File: src/rtl/sata_gen_negotiator.sv
// SATA link-speed negotiator: walks generations MAX_GEN..1 through the transceiver
// reconfiguration interface, waiting a bounded time for link_up at each one.
module sata_gen_negotiator #(
    parameter int MAX_GEN      = 3,
    parameter int LOCK_TIMEOUT = 1000000,
    parameter int ROUNDS       = 2
) (
    input  logic       clk,
    input  logic       reset,
    input  logic       start,
    input  logic       link_up,
    output logic       recfg_request,
    output logic [1:0] recfg_sata_gen,
    input  logic       recfg_ready,
    output logic [1:0] cur_gen,
    output logic       linked,
    output logic       fail,
    output logic       busy
);

    localparam int CNT_W = (LOCK_TIMEOUT > 1) ? $clog2(LOCK_TIMEOUT) : 1;
    localparam int RND_W = $clog2(ROUNDS + 1);

    localparam logic [CNT_W-1:0] CNT_LAST = CNT_W'(LOCK_TIMEOUT - 1);
    localparam logic [RND_W-1:0] RND_LAST = RND_W'(ROUNDS);
    localparam logic [RND_W-1:0] RND_ONE  = RND_W'(1);
    localparam logic [1:0]       GEN_MAX  = 2'(MAX_GEN);

    typedef enum logic [2:0] {
        ST_IDLE,
        ST_REQ,
        ST_GUARD,
        ST_WAIT_RDY,
        ST_WAIT_LINK,
        ST_LINKED,
        ST_FAIL
    } state_t;

    state_t           state_q, state_d;
    logic [1:0]       gen_q, gen_d;
    logic [RND_W-1:0] round_q, round_d;
    logic [CNT_W-1:0] cnt_q, cnt_d;
    logic             req_q, req_d;

    always_ff @(posedge clk or posedge reset) begin
        if (reset) begin
            state_q <= ST_IDLE;
            gen_q   <= GEN_MAX;
            round_q <= '0;
            cnt_q   <= '0;
            req_q   <= 1'b0;
        end else begin
            state_q <= state_d;
            gen_q   <= gen_d;
            round_q <= round_d;
            cnt_q   <= cnt_d;
            req_q   <= req_d;
        end
    end

    always_comb begin
        state_d = state_q;
        gen_d   = gen_q;
        round_d = round_q;
        cnt_d   = cnt_q;
        req_d   = 1'b0;

        unique case (state_q)
            ST_IDLE, ST_FAIL: begin
                if (start) begin
                    gen_d   = GEN_MAX;
                    round_d = RND_ONE;
                    state_d = ST_REQ;
                end
            end

            // The request pulse is registered, so it appears while in GUARD.
            ST_REQ: begin
                if (recfg_ready) begin
                    req_d   = 1'b1;
                    state_d = ST_GUARD;
                end
            end

            // Gives the interface one cycle to drop ready before it is polled.
            ST_GUARD: begin
                state_d = ST_WAIT_RDY;
            end

            ST_WAIT_RDY: begin
                if (recfg_ready) begin
                    cnt_d   = '0;
                    state_d = ST_WAIT_LINK;
                end
            end

            // link_up is tested first so it wins over a simultaneous timeout.
            ST_WAIT_LINK: begin
                if (link_up) begin
                    state_d = ST_LINKED;
                end else if (cnt_q == CNT_LAST) begin
                    if (gen_q > 2'd1) begin
                        gen_d   = gen_q - 2'd1;
                        state_d = ST_REQ;
                    end else if (round_q < RND_LAST) begin
                        gen_d   = GEN_MAX;
                        round_d = round_q + RND_ONE;
                        state_d = ST_REQ;
                    end else begin
                        state_d = ST_FAIL;
                    end
                end else begin
                    cnt_d = cnt_q + CNT_W'(1);
                end
            end

            // Start and a lost link both lead to the same single restart.
            ST_LINKED: begin
                if (start || !link_up) begin
                    gen_d   = GEN_MAX;
                    round_d = RND_ONE;
                    state_d = ST_REQ;
                end
            end

            default: begin
                state_d = ST_IDLE;
            end
        endcase
    end

    assign recfg_request  = req_q;
    assign recfg_sata_gen = gen_q;
    assign linked         = (state_q == ST_LINKED);
    assign cur_gen        = linked ? gen_q : 2'd0;
    assign fail           = (state_q == ST_FAIL);
    assign busy           = (state_q == ST_REQ) || (state_q == ST_GUARD) ||
                            (state_q == ST_WAIT_RDY) || (state_q == ST_WAIT_LINK);

endmodule

File: config.mk
export PLATFORM = sky130hd
export DESIGN_NAME = sata_gen_negotiator
export DESIGN_NICKNAME = d
export VERILOG_FILES = /design/src/rtl/sata_gen_negotiator.sv
export SDC_FILE = /design/constraint.sdc
export NUM_CORES = 1
export LEC_CHECK = 0
export BUFFER_PORTS_ARGS = -buffer_cell sky130_fd_sc_hd__buf_2
export CAP_MARGIN = 20
export CORE_ASPECT_RATIO = 1.75
export CORE_MARGIN = 2
export CORE_UTILIZATION = 55
export CTS_BUF_LIST = sky130_fd_sc_hd__clkbuf_8
export CTS_CLUSTER_SIZE = 28
export DETAILED_ROUTE_END_ITERATION = 8
export PLACE_DENSITY = 0.74
export SYNTH_ARGS = -nofsm -noshare
export SYNTH_HDL_FRONTEND = slang
export SYNTH_SLANG_ARGS = --single-unit
File: constraint.sdc
create_clock -name clk -period 3.54 [get_ports clk]
set_clock_uncertainty 0.2 [all_clocks]
set_input_delay 0.531 -clock clk [delete_from_list [all_inputs] [get_ports clk]]
set_output_delay 0.531 -clock clk [all_outputs]
set_load 0.01 [all_outputs]
==> results.yml, run 1 <==
run_status:
  status: "completed"
timing:
  finalSetupViolCount: 0
  max_slew_margin: 0.496
  fin_hold_ws_ns: 0.325
  min_period_over_period: 0.796
  grt_setup_unrepaired: "no"
  maxSlewViolCount: 0
  timing_hold_violations_final: 0
  setup_tns_ns: 0
  postLayoutSetupSlackWorst_ns: 0.723
  max_slew.worst_pin.slew_ns: 0.752
  layout_min_cycle_time_ns: 2.82
  timing.fmax_mhz: 355
hold_path:
  timing.hold.worst_path_depth: 1
  hold_path_startpoint: "recfg_sata_gen[0]"
  hold_path_class: "register to register"
  timing.hold.worst_endpoint: "recfg_sata_gen[0]"
grt:
  vias_in_the_first_global_route: 1523
  first_pass_grt_wire_length_mm: 6.56
  grt_remaining_overflow: 0
  grt_antenna_before_repair: 0
  grt_max_degree: 29
  gr-usage-all-layers: 0.232
synth:
  synthArstFlopShare: 1.00
  synth_sequential_area_ratio: 0.393
  number_of_enable_type_register_cells_in_the_synthesized_netlist: 0
  syn-num-nets: 208
  syn-instance-count: 202
  synth.yosys.warnings: 0
  post_synth.cell_area_avg_um2: 8.86
  synth_ff_type: "dfrtp_1"
  synth.ff_latch_count: 28
  yosysUniqueCellTypes: 53
  synth.cell_area_um2: 1790
worst_setup_path:
  path_max_fanout: 19
  worstRegToRegCells: 4
  worst-endpoint-required_ns: 3.50
  worstSetupPathType: "register to register"
  timing.rr.start: "state_q[0]"
  reg_to_reg_setup_timing_slack_ns: 0.72
  crit_path_capture_type: "register"
  critical_path.startpoint: "state_q[0]"
  element_type_at_the_critical_path_start: "register"
  critPathArrivalTime_ns: 2.78
  critical_path.reg2reg.endpoint: "cnt_q[19]"
final_layout:
  layout.filler_cells: 258
  layout-drive-gt1-share: 0.146
  finish.net_count: 219
  multiInputGateArea_um2: 1020
  area.sequential_um2: 703
  insertedDiodeCount: 0
  area.growth.synth_to_final_pct: 11.4
clock_network:
  clock_tree_from_tritoncts: "done"
  cts_resized: 0
  cts.sinks: 28
  cts-root-to-sink-buffers: 2
  root_buffer: "clkbuf_8"
  path_clk_slew_ns: 0.09
  htree_num_levels: 1
  clock_insertion_delay_worst_skew_ns: 0.27
  tritoncts_buffer_count: 3
detailed_routing:
  routed_via_density: 6.36
  drc: 0
  initialDrtViolationCount: 58
  wirelength_mm: 3.88
  drt-pass1-iter-count: 4
  route.antenna.remaining_nets: 0
  via_total_after_detailed_routing: 1622
  wire_per_inst_um: 15.2
floorplan:
  die_area_um2: 3750
  floorplan.die.width_um: 47.1
  std_cell_rows: 27
  floorplan.core_area_um2: 3140
  starting_density_of_the_core: 0.570
  boundary_pin_count: 13
  fp.dieH_um: 79.5
pwr:
  p_per_area_nw_per_um2: 535
  cellLeakagePower_nw: 0.846
  power.ir.vdd_worst_mv: 0.535
placement:
  gp_congestion: 0.914
  io_buffer_count: 12
  detailedPlace.worstSlack_ns: 0.796
  detailed_place_hpwl_mm: 2.89
flow_run:
  maxCapViolCount: 0
worst max path at each step:
stage	to	slack [ns]	cells after the start
after floorplan	cnt_q[14]	1.18	5
after CTS	cnt_q[19]	0.77	4
final	cnt_q[19]	0.72	4
after detailed placement	cnt_q[19]	0.80	4
after global placement	cnt_q[19]	0.92	4
after global routing	cnt_q[19]	0.48	4
registers in the layout (all words and copies together) (netlist names):
name	flops
cnt_q	20
recfg_request	1
recfg_sata_gen	2
round_q	2
state_q	3
synthesized netlist by cell type, types with 2 or more instances:
cell type  number  area (um^2)
o2bb2ai_1       2         17.5
nor3b_1         3         22.5
or4b_2          2         20.0
nand2b_1        8         50.1
a31oi_1         3         18.8
buf_2           2         10.0
nand4_1         5         31.3
xnor2_1         6         52.6
mux2i_1         5         50.1
o21ai_0         8         40.0
nand3_1         5         25.0
a311oi_1        2         17.5
nor2_1         15         56.3
nor3_1         10         50.1
inv_1           8         30.0
dfstp_2         2         52.6
nor4_1          2         12.5
dfrtp_1        26          651
clkbuf_1        8         30.0
or3_1           3         18.8
a2111oi_0       4         35.0
nand3b_1        2         15.0
and3_1          5         31.3
a21oi_1        12         60.1
nor2b_1         3         18.8
or4_1           2         15.0
a41o_1          2         20.0
a31o_2          2         17.5
nand2_1        18         67.6
o31ai_1         2         15.0
a21o_1          3         22.5
repair_timing:
| item | in CTS | in global routing |
|---|---|---|
| setup buffers | 0 | 0 |
| hold buffers | 0 | 1 |
| endpoints found under the hold margin | 0 | 2 |
where the power goes:
| group | leakage [nW] | switching [mW] | total [mW] | internal (mW) |
|---|---|---|---|---|
| Combinational | 0.440 | 0.190 | 0.356 | 0.166 |
| Sequential | 0.371 | 0.0948 | 0.464 | 0.369 |
| Clock | 0.0357 | 0.0958 | 0.247 | 0.151 |
| Total | 0.846 | 0.380 | 1.07 | 0.686 |
kinds of logic (layout without fill, tap and decap cells):
logic type | Yosys count | count (layout) | share of synthesized area
adder cells (fa/ha/maj) | 1 | 1 | 0.00699
multiplexers | 6 | 6 | 0.0342
AND/OR/NAND/NOR | 92 | 92 | 0.293
buffers and inverters | 18 | 28 | 0.0391
XOR/XNOR | 7 | 7 | 0.0342
AO/OA/AOI/OAI | 50 | 50 | 0.200
flip-flops | 28 | 28 | 0.393
final cells by class:
cell class / instances / area share
tap: 43 / 0.0270
sequential: 28 / 0.353
clock buffer: 3 / 0.0207
timing repair buffer: 16 / 0.0565
inverter: 8 / 0.0151
multi-input combinational: 156 / 0.513
clock inverter: 1 / 0.0151
cell usage in the layout, fill, tap and decap left out, drive strengths merged, types with 3 or more instances in the layout:
| master | n |
|---|---|
| or4 | 3 |
| nor2 | 15 |
| nor2b | 3 |
| a31oi | 3 |
| nand2b | 8 |
| dfrtp | 26 |
| clkbuf | 3 |
| o21ai | 8 |
| nor3b | 3 |
| mux2i | 5 |
| buf | 15 |
| a21o | 3 |
| nand3 | 5 |
| a21oi | 12 |
| and3 | 5 |
| nor3 | 10 |
| a2111oi | 5 |
| nand4 | 5 |
| xnor2 | 6 |
| or4b | 3 |
| or3 | 3 |
| nand2 | 18 |
| inv | 8 |
per-layer routing:
metal  up-vias  track usage  share of wire
met2        42        0.393           0.54
met4         0        0.103          0.029
met1       795        0.283           0.40
li1        773            -              -
met5         -            0              0
met3        12       0.0226          0.028
per-stage QoR:
stage | cell area [um^2] | utilization | total power, mW | cells
6_report | 1990 | 0.635 | 1.07 | 255
5_1_grt | 1990 | 0.635 | 1.14 | 255
4_1_cts | 1960 | 0.623 | 1.07 | 253
3_5_place_dp | 1890 | 0.600 | 0.819 | 249
3_3_place_gp | 1890 | 0.600 | 0.810 | 249
2_1_floorplan | 1790 | - | 0.728 | 202
critical path, cell delays in order, from the launching register on:
cell and delay (ns):
dfrtp_1 0.64, nand4b_1 0.68, a2111oi_2 0.78, a31oi_1 0.18, a41o_1 0.23
Note: power is estimated with default switching activity, not from simulation.
==> run 2, diff against run 1 <==
==> constraint.sdc (replaced) <==
create_clock -name clk -period 2.65 [get_ports clk]
set_clock_uncertainty 0.2 [all_clocks]
set_input_delay 0.3975 -clock clk [delete_from_list [all_inputs] [get_ports clk]]
set_output_delay 0.3975 -clock clk [all_outputs]
set_load 0.01 [all_outputs]
==> run 2 against run 1 <==
Compared with the run above: register-to-register slack got worse by 0.49 ns; sequential cell count did not move; non-clock buffer count up 9; final area up 2.4%; die area unchanged; combinational power grew 68%; sequential power rose by 21%; utilization grew 1.5 points; count of clock-buffer cells in the layout unchanged; wire length is 11% higher; critical path type unchanged.
==> results.yml, run 2 (same netlist as run 1, synthesis figures left out) <==
run_status:
  status: "completed"
worst_setup_path:
  cp_cell_sequence: "buf_4, nand4b_1, a2111oi_2, a31oi_1, a41o_1"
  critical_path_depth: 5
  cp_slowest_cell: "a2111oi_2"
  crit_path_capture_type: "register"
  worstSetupPathType: "register to register"
  critical_path.max_stage_delay_ns: 0.68
  cpLargestDelayFamily: "compound AO/OA/AOI/OAI gates"
  reg_to_reg_setup_timing_slack_ns: 0.23
  critPathArrivalTime_ns: 2.38
  worstRegToRegCells: 5
  worst-endpoint-required_ns: 2.61
  element_type_at_the_critical_path_start: "register"
  worst-path-buf-inv: 1
  path_max_fanout: 18
final_layout:
  layout.cells.most_common_list: "dfrtp_1, nand2_1, nor2_1"
  instances_no_fill: 264
  mostFrequentLayoutCell: "dfrtp_1"
  layout-drive-gt1-share: 0.181
  area.growth.synth_to_final_pct: 14.0
  multiInputGateArea_um2: 1020
  max_flop_register: "cnt_q"
  insertedDiodeCount: 0
  layout.filler_cells: 264
  finish.net_count: 228
  reg_top3: "cnt_q (20), state_q (3)"
  largest_register_ffs: 20
  area.sequential_um2: 703
detailed_routing:
  wire_per_inst_um: 16.3
  initialDrtViolationCount: 90
  drt-pass1-iter-count: 6
  routed_via_density: 6.34
  wirelength_mm: 4.29
  via_total_after_detailed_routing: 1675
  route.antenna.remaining_nets: 0
  drc: 0
grt:
  vias_in_the_first_global_route: 1620
  gr-usage-all-layers: 0.258
  grt_remaining_overflow: 0
  grt_max_degree: 29
  grt_antenna_before_repair: 0
  first_pass_grt_wire_length_mm: 7.17
timing:
  maxSlewViolCount: 0
  setup_tns_ns: 0
  max_slew_margin: 0.619
  min_period_over_period: 0.913
  grt_setup_unrepaired: "no"
  postLayoutSetupSlackWorst_ns: 0.230
  timing.fmax_mhz: 413
  layout_min_cycle_time_ns: 2.42
  fin_hold_ws_ns: 0.223
  max_slew.worst_pin.slew_ns: 0.556
  timing_hold_violations_final: 0
  finalSetupViolCount: 0
clock_network:
  cts.sinks: 28
  root_buffer: "clkbuf_8"
  cts_setup_buffers: 0
  cts-root-to-sink-buffers: 2
  htree_num_levels: 1
  clock_insertion_delay_worst_skew_ns: 0.27
  tritoncts_buffer_count: 3
  clock_tree_from_tritoncts: "done"
  path_clk_slew_ns: 0.10
  cts_resized: 0
  cts_hold_repair.buffers: 1
placement:
  detailedPlace.worstSlack_ns: 0.247
  gp_congestion: 0.934
  dp.cells: 259
  detailed_place_hpwl_mm: 3.24
  io_buffer_count: 12
floorplan:
  std_cell_rows: 27
  starting_density_of_the_core: 0.570
  boundary_pin_count: 13
  fp.dieH_um: 79.5
  die_area_um2: 3750
  floorplan.die.width_um: 47.1
  floorplan.core_area_um2: 3140
hold_path:
  hold_path_class: "input pin to register"
  timing.hold.worst_path_depth: 2
pwr:
  cellLeakagePower_nw: 0.881
  p_per_area_nw_per_um2: 731
  power.ir.vdd_worst_mv: 0.396
flow_run:
  maxCapViolCount: 0
-- run 2: cell count changes in the layout (fill, tap and decap cells not counted), sizes merged --
cell and delta:
buf +9
-- run 2: metrics by stage --
step | util | cell area (um^2) | total power, mW
final | 0.650 | 2040 | 1.49
after global placement | 0.624 | 1960 | 1.14
after detailed placement | 0.624 | 1960 | 1.16
after CTS | 0.650 | 2040 | 1.49
after floorplan | - | 1790 | 0.972
after global routing | 0.650 | 2040 | 1.59
-- run 2: layout make-up --
type | instances | share of cell area
Clock buffer | 3 | 0.0202
Multi-Input combinational cell | 156 | 0.501
Inverter | 8 | 0.0147
Tap cell | 43 | 0.0263
Sequential cell | 28 | 0.344
Timing Repair Buffer | 25 | 0.0784
Clock inverter | 1 | 0.0147
-- run 2: routing by layer --
| layer | up-vias | part of all wire | track usage | routed length (um) |
|---|---|---|---|---|
| met1 | 816 | 0.39 | 0.275 | 1680 |
| met5 | - | 0 | 0 | 0 |
| met4 | 0 | 0.021 | 0.108 | 88 |
| met3 | 10 | 0.033 | 0.0407 | 140 |
| met2 | 45 | 0.56 | 0.466 | 2390 |
| li1 | 804 | - | - | - |
-- run 2: where the power goes --
part	switching (mW)	internal, mW	leakage, nW	total, mW
logic	0.342	0.255	0.474	0.597
clock network	0.130	0.202	0.0357	0.332
registers	0.0689	0.494	0.371	0.563
-- run 2: final timing paths --
kind	startpoint	endpoint
setup / recovery	state_q[0]	cnt_q[19]
hold / removal	recfg_ready	recfg_request
setup reg to reg	state_q[0]	cnt_q[19]
hold reg to reg	recfg_sata_gen[0]	recfg_sata_gen[0]
max in group asynchronous	reset	recfg_sata_gen[1]
min in group asynchronous	reset	cnt_q[13]
==> run 3, diff against run 2 <==
--- a/config.mk
+++ b/config.mk
@@ -5,15 +5,15 @@
 export SDC_FILE = /design/constraint.sdc
 export NUM_CORES = 1
 export LEC_CHECK = 0
+export ABC_AREA = 1
 export BUFFER_PORTS_ARGS = -buffer_cell sky130_fd_sc_hd__buf_2
 export CAP_MARGIN = 20
 export CORE_ASPECT_RATIO = 1.75
 export CORE_MARGIN = 2
-export CORE_UTILIZATION = 55
+export CORE_UTILIZATION = 45
 export CTS_BUF_LIST = sky130_fd_sc_hd__clkbuf_8
 export CTS_CLUSTER_SIZE = 28
 export DETAILED_ROUTE_END_ITERATION = 8
-export PLACE_DENSITY = 0.74
 export SYNTH_ARGS = -nofsm -noshare
 export SYNTH_HDL_FRONTEND = slang
 export SYNTH_SLANG_ARGS = --single-unit
==> run 3 against run 2 <==
Compared with the run above: synthesized area rose by 9.2%; power decreased by 8.0%; maximum frequency is 14% higher; critical endpoint is now cnt_q[18]; final area grew 2.8%; worst setup slack better by 0.30 ns; highest routed layer unchanged; synthesized cell count is 48% higher; via count up 8.2%; wire length rose by 8.8%; count of clock-buffer cells in the layout is 1 higher; worst hold slack got worse by 0.061 ns.
==> results.yml, run 3 <==
flow_run:
  maxCapViolCount: 0
timing:
  grt_setup_unrepaired: "no"
  maxSlewViolCount: 0
  layout_min_cycle_time_ns: 2.12
  timing_hold_violations_final: 0
  max_slew.worst_pin.slew_ns: 0.682
  timing.fmax_mhz: 471
  max_slew_margin: 0.545
  min_period_over_period: 0.801
  finalSetupViolCount: 0
  postLayoutSetupSlackWorst_ns: 0.528
  setup_tns_ns: 0
worst_setup_path:
  cp_slowest_cell: "dfrtp_1"
  timing.rr.start: "cnt_q[0]"
  worst_path_most_repeated_cell: "nand2_4"
  critPathArrivalTime_ns: 2.14
  worstRegToRegCells: 9
  worst-path-buf-inv: 0
  critical_path.reg2reg.endpoint: "cnt_q[18]"
  critical_path.max_stage_delay_ns: 0.48
  crit_path_capture_type: "register"
  reg_to_reg_setup_timing_slack_ns: 0.53
  path_max_fanout: 20
  cp_cell_sequence: "ha_1, nand3_2, nor2_2, nand3_2, nand2_4, nand2_4, nand2_4, nand2_1, nand2_1"
  worst-endpoint-required_ns: 2.67
  cpLargestDelayFamily: "simple AND/OR/NAND/NOR gates"
  element_type_at_the_critical_path_start: "register"
  worstSetupPathType: "register to register"
detailed_routing:
  routed_via_density: 5.05
  wire_per_inst_um: 13.0
  route.antenna.remaining_nets: 0
  drt-pass1-iter-count: 6
  wirelength_mm: 4.67
  via_total_after_detailed_routing: 1813
  drc: 0
  initialDrtViolationCount: 27
clock_network:
  cts-root-to-sink-buffers: 2
  clock_insertion_delay_worst_skew_ns: 0.27
  htree_num_levels: 1
  path_clk_slew_ns: 0.10
  root_buffer: "clkbuf_8"
  cts_setup_buffers: 0
  clock_tree_from_tritoncts: "done"
  tritoncts_buffer_count: 3
  cts_resized: 0
  cts.sinks: 28
floorplan:
  floorplan.die.width_um: 53.8
  floorplan.core_area_um2: 4150
  fp.dieH_um: 91.2
  std_cell_rows: 31
  die_area_um2: 4910
  boundary_pin_count: 13
  starting_density_of_the_core: 0.471
pwr:
  cellLeakagePower_nw: 0.922
  total_design_power_mw: 1.37
  power.ir.vdd_worst_mv: 0.457
  p_per_area_nw_per_um2: 654
placement:
  detailed_place_hpwl_mm: 3.55
  io_buffer_count: 12
  gp_congestion: 0.917
  detailedPlace.worstSlack_ns: 0.535
grt:
  grt_antenna_before_repair: 0
  gr-usage-all-layers: 0.222
  grt_max_degree: 29
  vias_in_the_first_global_route: 1827
  first_pass_grt_wire_length_mm: 8.22
  grt_remaining_overflow: 0
hold_path:
  hold_path_startpoint: "recfg_ready"
  timing.hold.worst_endpoint: "recfg_request"
  timing.hold.worst_path_depth: 3
  hold_path_class: "input pin to register"
synth:
  synth.cell_area_um2: 1960
  post_synth.cell_area_avg_um2: 6.54
  synth_area_leader_cell: "dfrtp_1"
  synth_common_cells: "nand2_1, nor2_1, nand3_1"
  number_of_enable_type_register_cells_in_the_synthesized_netlist: 0
  synth.most_common_cell: "nand2_1"
  synth.ff_latch_count: 28
  synth_ff_type: "dfrtp_1"
  syn-num-nets: 305
  synth_sequential_area_ratio: 0.360
  synth_top_cells_by_area: "dfrtp_1, nand2_1, nor2_1, nand3_1, inv_1"
  yosysUniqueCellTypes: 27
  synth_top_cell_area_share: 0.333
  syn-instance-count: 299
  synthArstFlopShare: 1.00
  synth.yosys.warnings: 0
final_layout:
  layout.cells.most_common_list: "nand2_1, nor2_1, nand3_1, dfrtp_1, inv_1"
  max_flop_register: "cnt_q"
  largest_register_ffs: 20
  area.growth.synth_to_final_pct: 7.29
  layout-drive-gt1-share: 0.103
  mostFrequentLayoutCell: "nand2_1"
  finish.net_count: 317
  reg_top3: "cnt_q (20), state_q (3)"
  insertedDiodeCount: 0
run_status:
  status: "completed"
==> run 3: changes by cell type after synthesis, moves of 5 or more <==
cell      before  now
clkbuf_1       8    2
nand2_1       18  107
nor3_1        10    5
nor2_1        15   57
inv_1          8   19
mux2i_1        5    0
xor2_1         1    6
a21oi_1       12    1
nand3_1        5   28
nand2b_1       8    0
==> run 3: final cells by class <==
class / count / area [um^2]
multi-input cells: 242 / 1120
clock buffers: 4 / 55.1
well taps: 49 / 61.3
inverters: 22 / 82.6
flip-flops and latches: 28 / 703
fillers: 443 / 2050
repair buffers: 14 / 77.6
==> run 3: power breakdown <==
group          switching [mW]  leakage (nW)  internal, mW  total [mW]
clock                   0.136        0.0288         0.133       0.269
combinational           0.368         0.517         0.155       0.523
sequential             0.0790         0.377         0.501       0.580
total                   0.583         0.922         0.789        1.37
==> run 3: worst min-delay path, cell delays in order <==
cell,delay [ns]
buf_2,0.12
inv_1,0.05
nor2_1,0.04
==> run 3: worst max path at each step <==
stage | start | endpoint | slack (ns) | cells past startpoint
after floorplan | cnt_q[0] | cnt_q[10] | 0.85 | 9
after global placement | cnt_q[0] | cnt_q[17] | 0.61 | 9
after detailed placement | cnt_q[0] | cnt_q[18] | 0.54 | 9
after CTS | cnt_q[0] | cnt_q[18] | 0.51 | 9
after global routing | cnt_q[0] | cnt_q[19] | 0.34 | 9
final | cnt_q[0] | cnt_q[18] | 0.53 | 9
==> run 3: cell families after synthesis <==
group	share of synthesized area
and+or+nand+nor	0.468
buffers and inverters	0.0685
DFF	0.360
AOI/OAI and AO/OA	0.0480
xor gates and xnor gates	0.0493
adders and majority gates	0.00640
==> run 3: metal layers <==
metal | share of wire | routed length (um) | global-route usage
met5 | 0 | 0 | 0
met4 | 0.028 | 130 | 0.0897
met3 | 0.018 | 82 | 0.0181
met2 | 0.55 | 2550 | 0.398
met1 | 0.41 | 1910 | 0.252
==> run 3: per-stage QoR <==
step	hold WS [ns]	cells	area [um^2]	utilization
3_3_place_gp	0.287	354	2030	0.490
6_report	0.162	359	2100	0.506
3_5_place_dp	0.291	354	2030	0.490
5_1_grt	0.181	359	2100	0.506
4_1_cts	0.163	359	2100	0.506
2_1_floorplan	0.261	299	1960	-
==> run 3: timing repair <==
action | in CTS | in global routing
endpoints found under the hold margin | 26 | 0
hold buffers | 1 | 0
setup endpoints to repair | 0 | 0
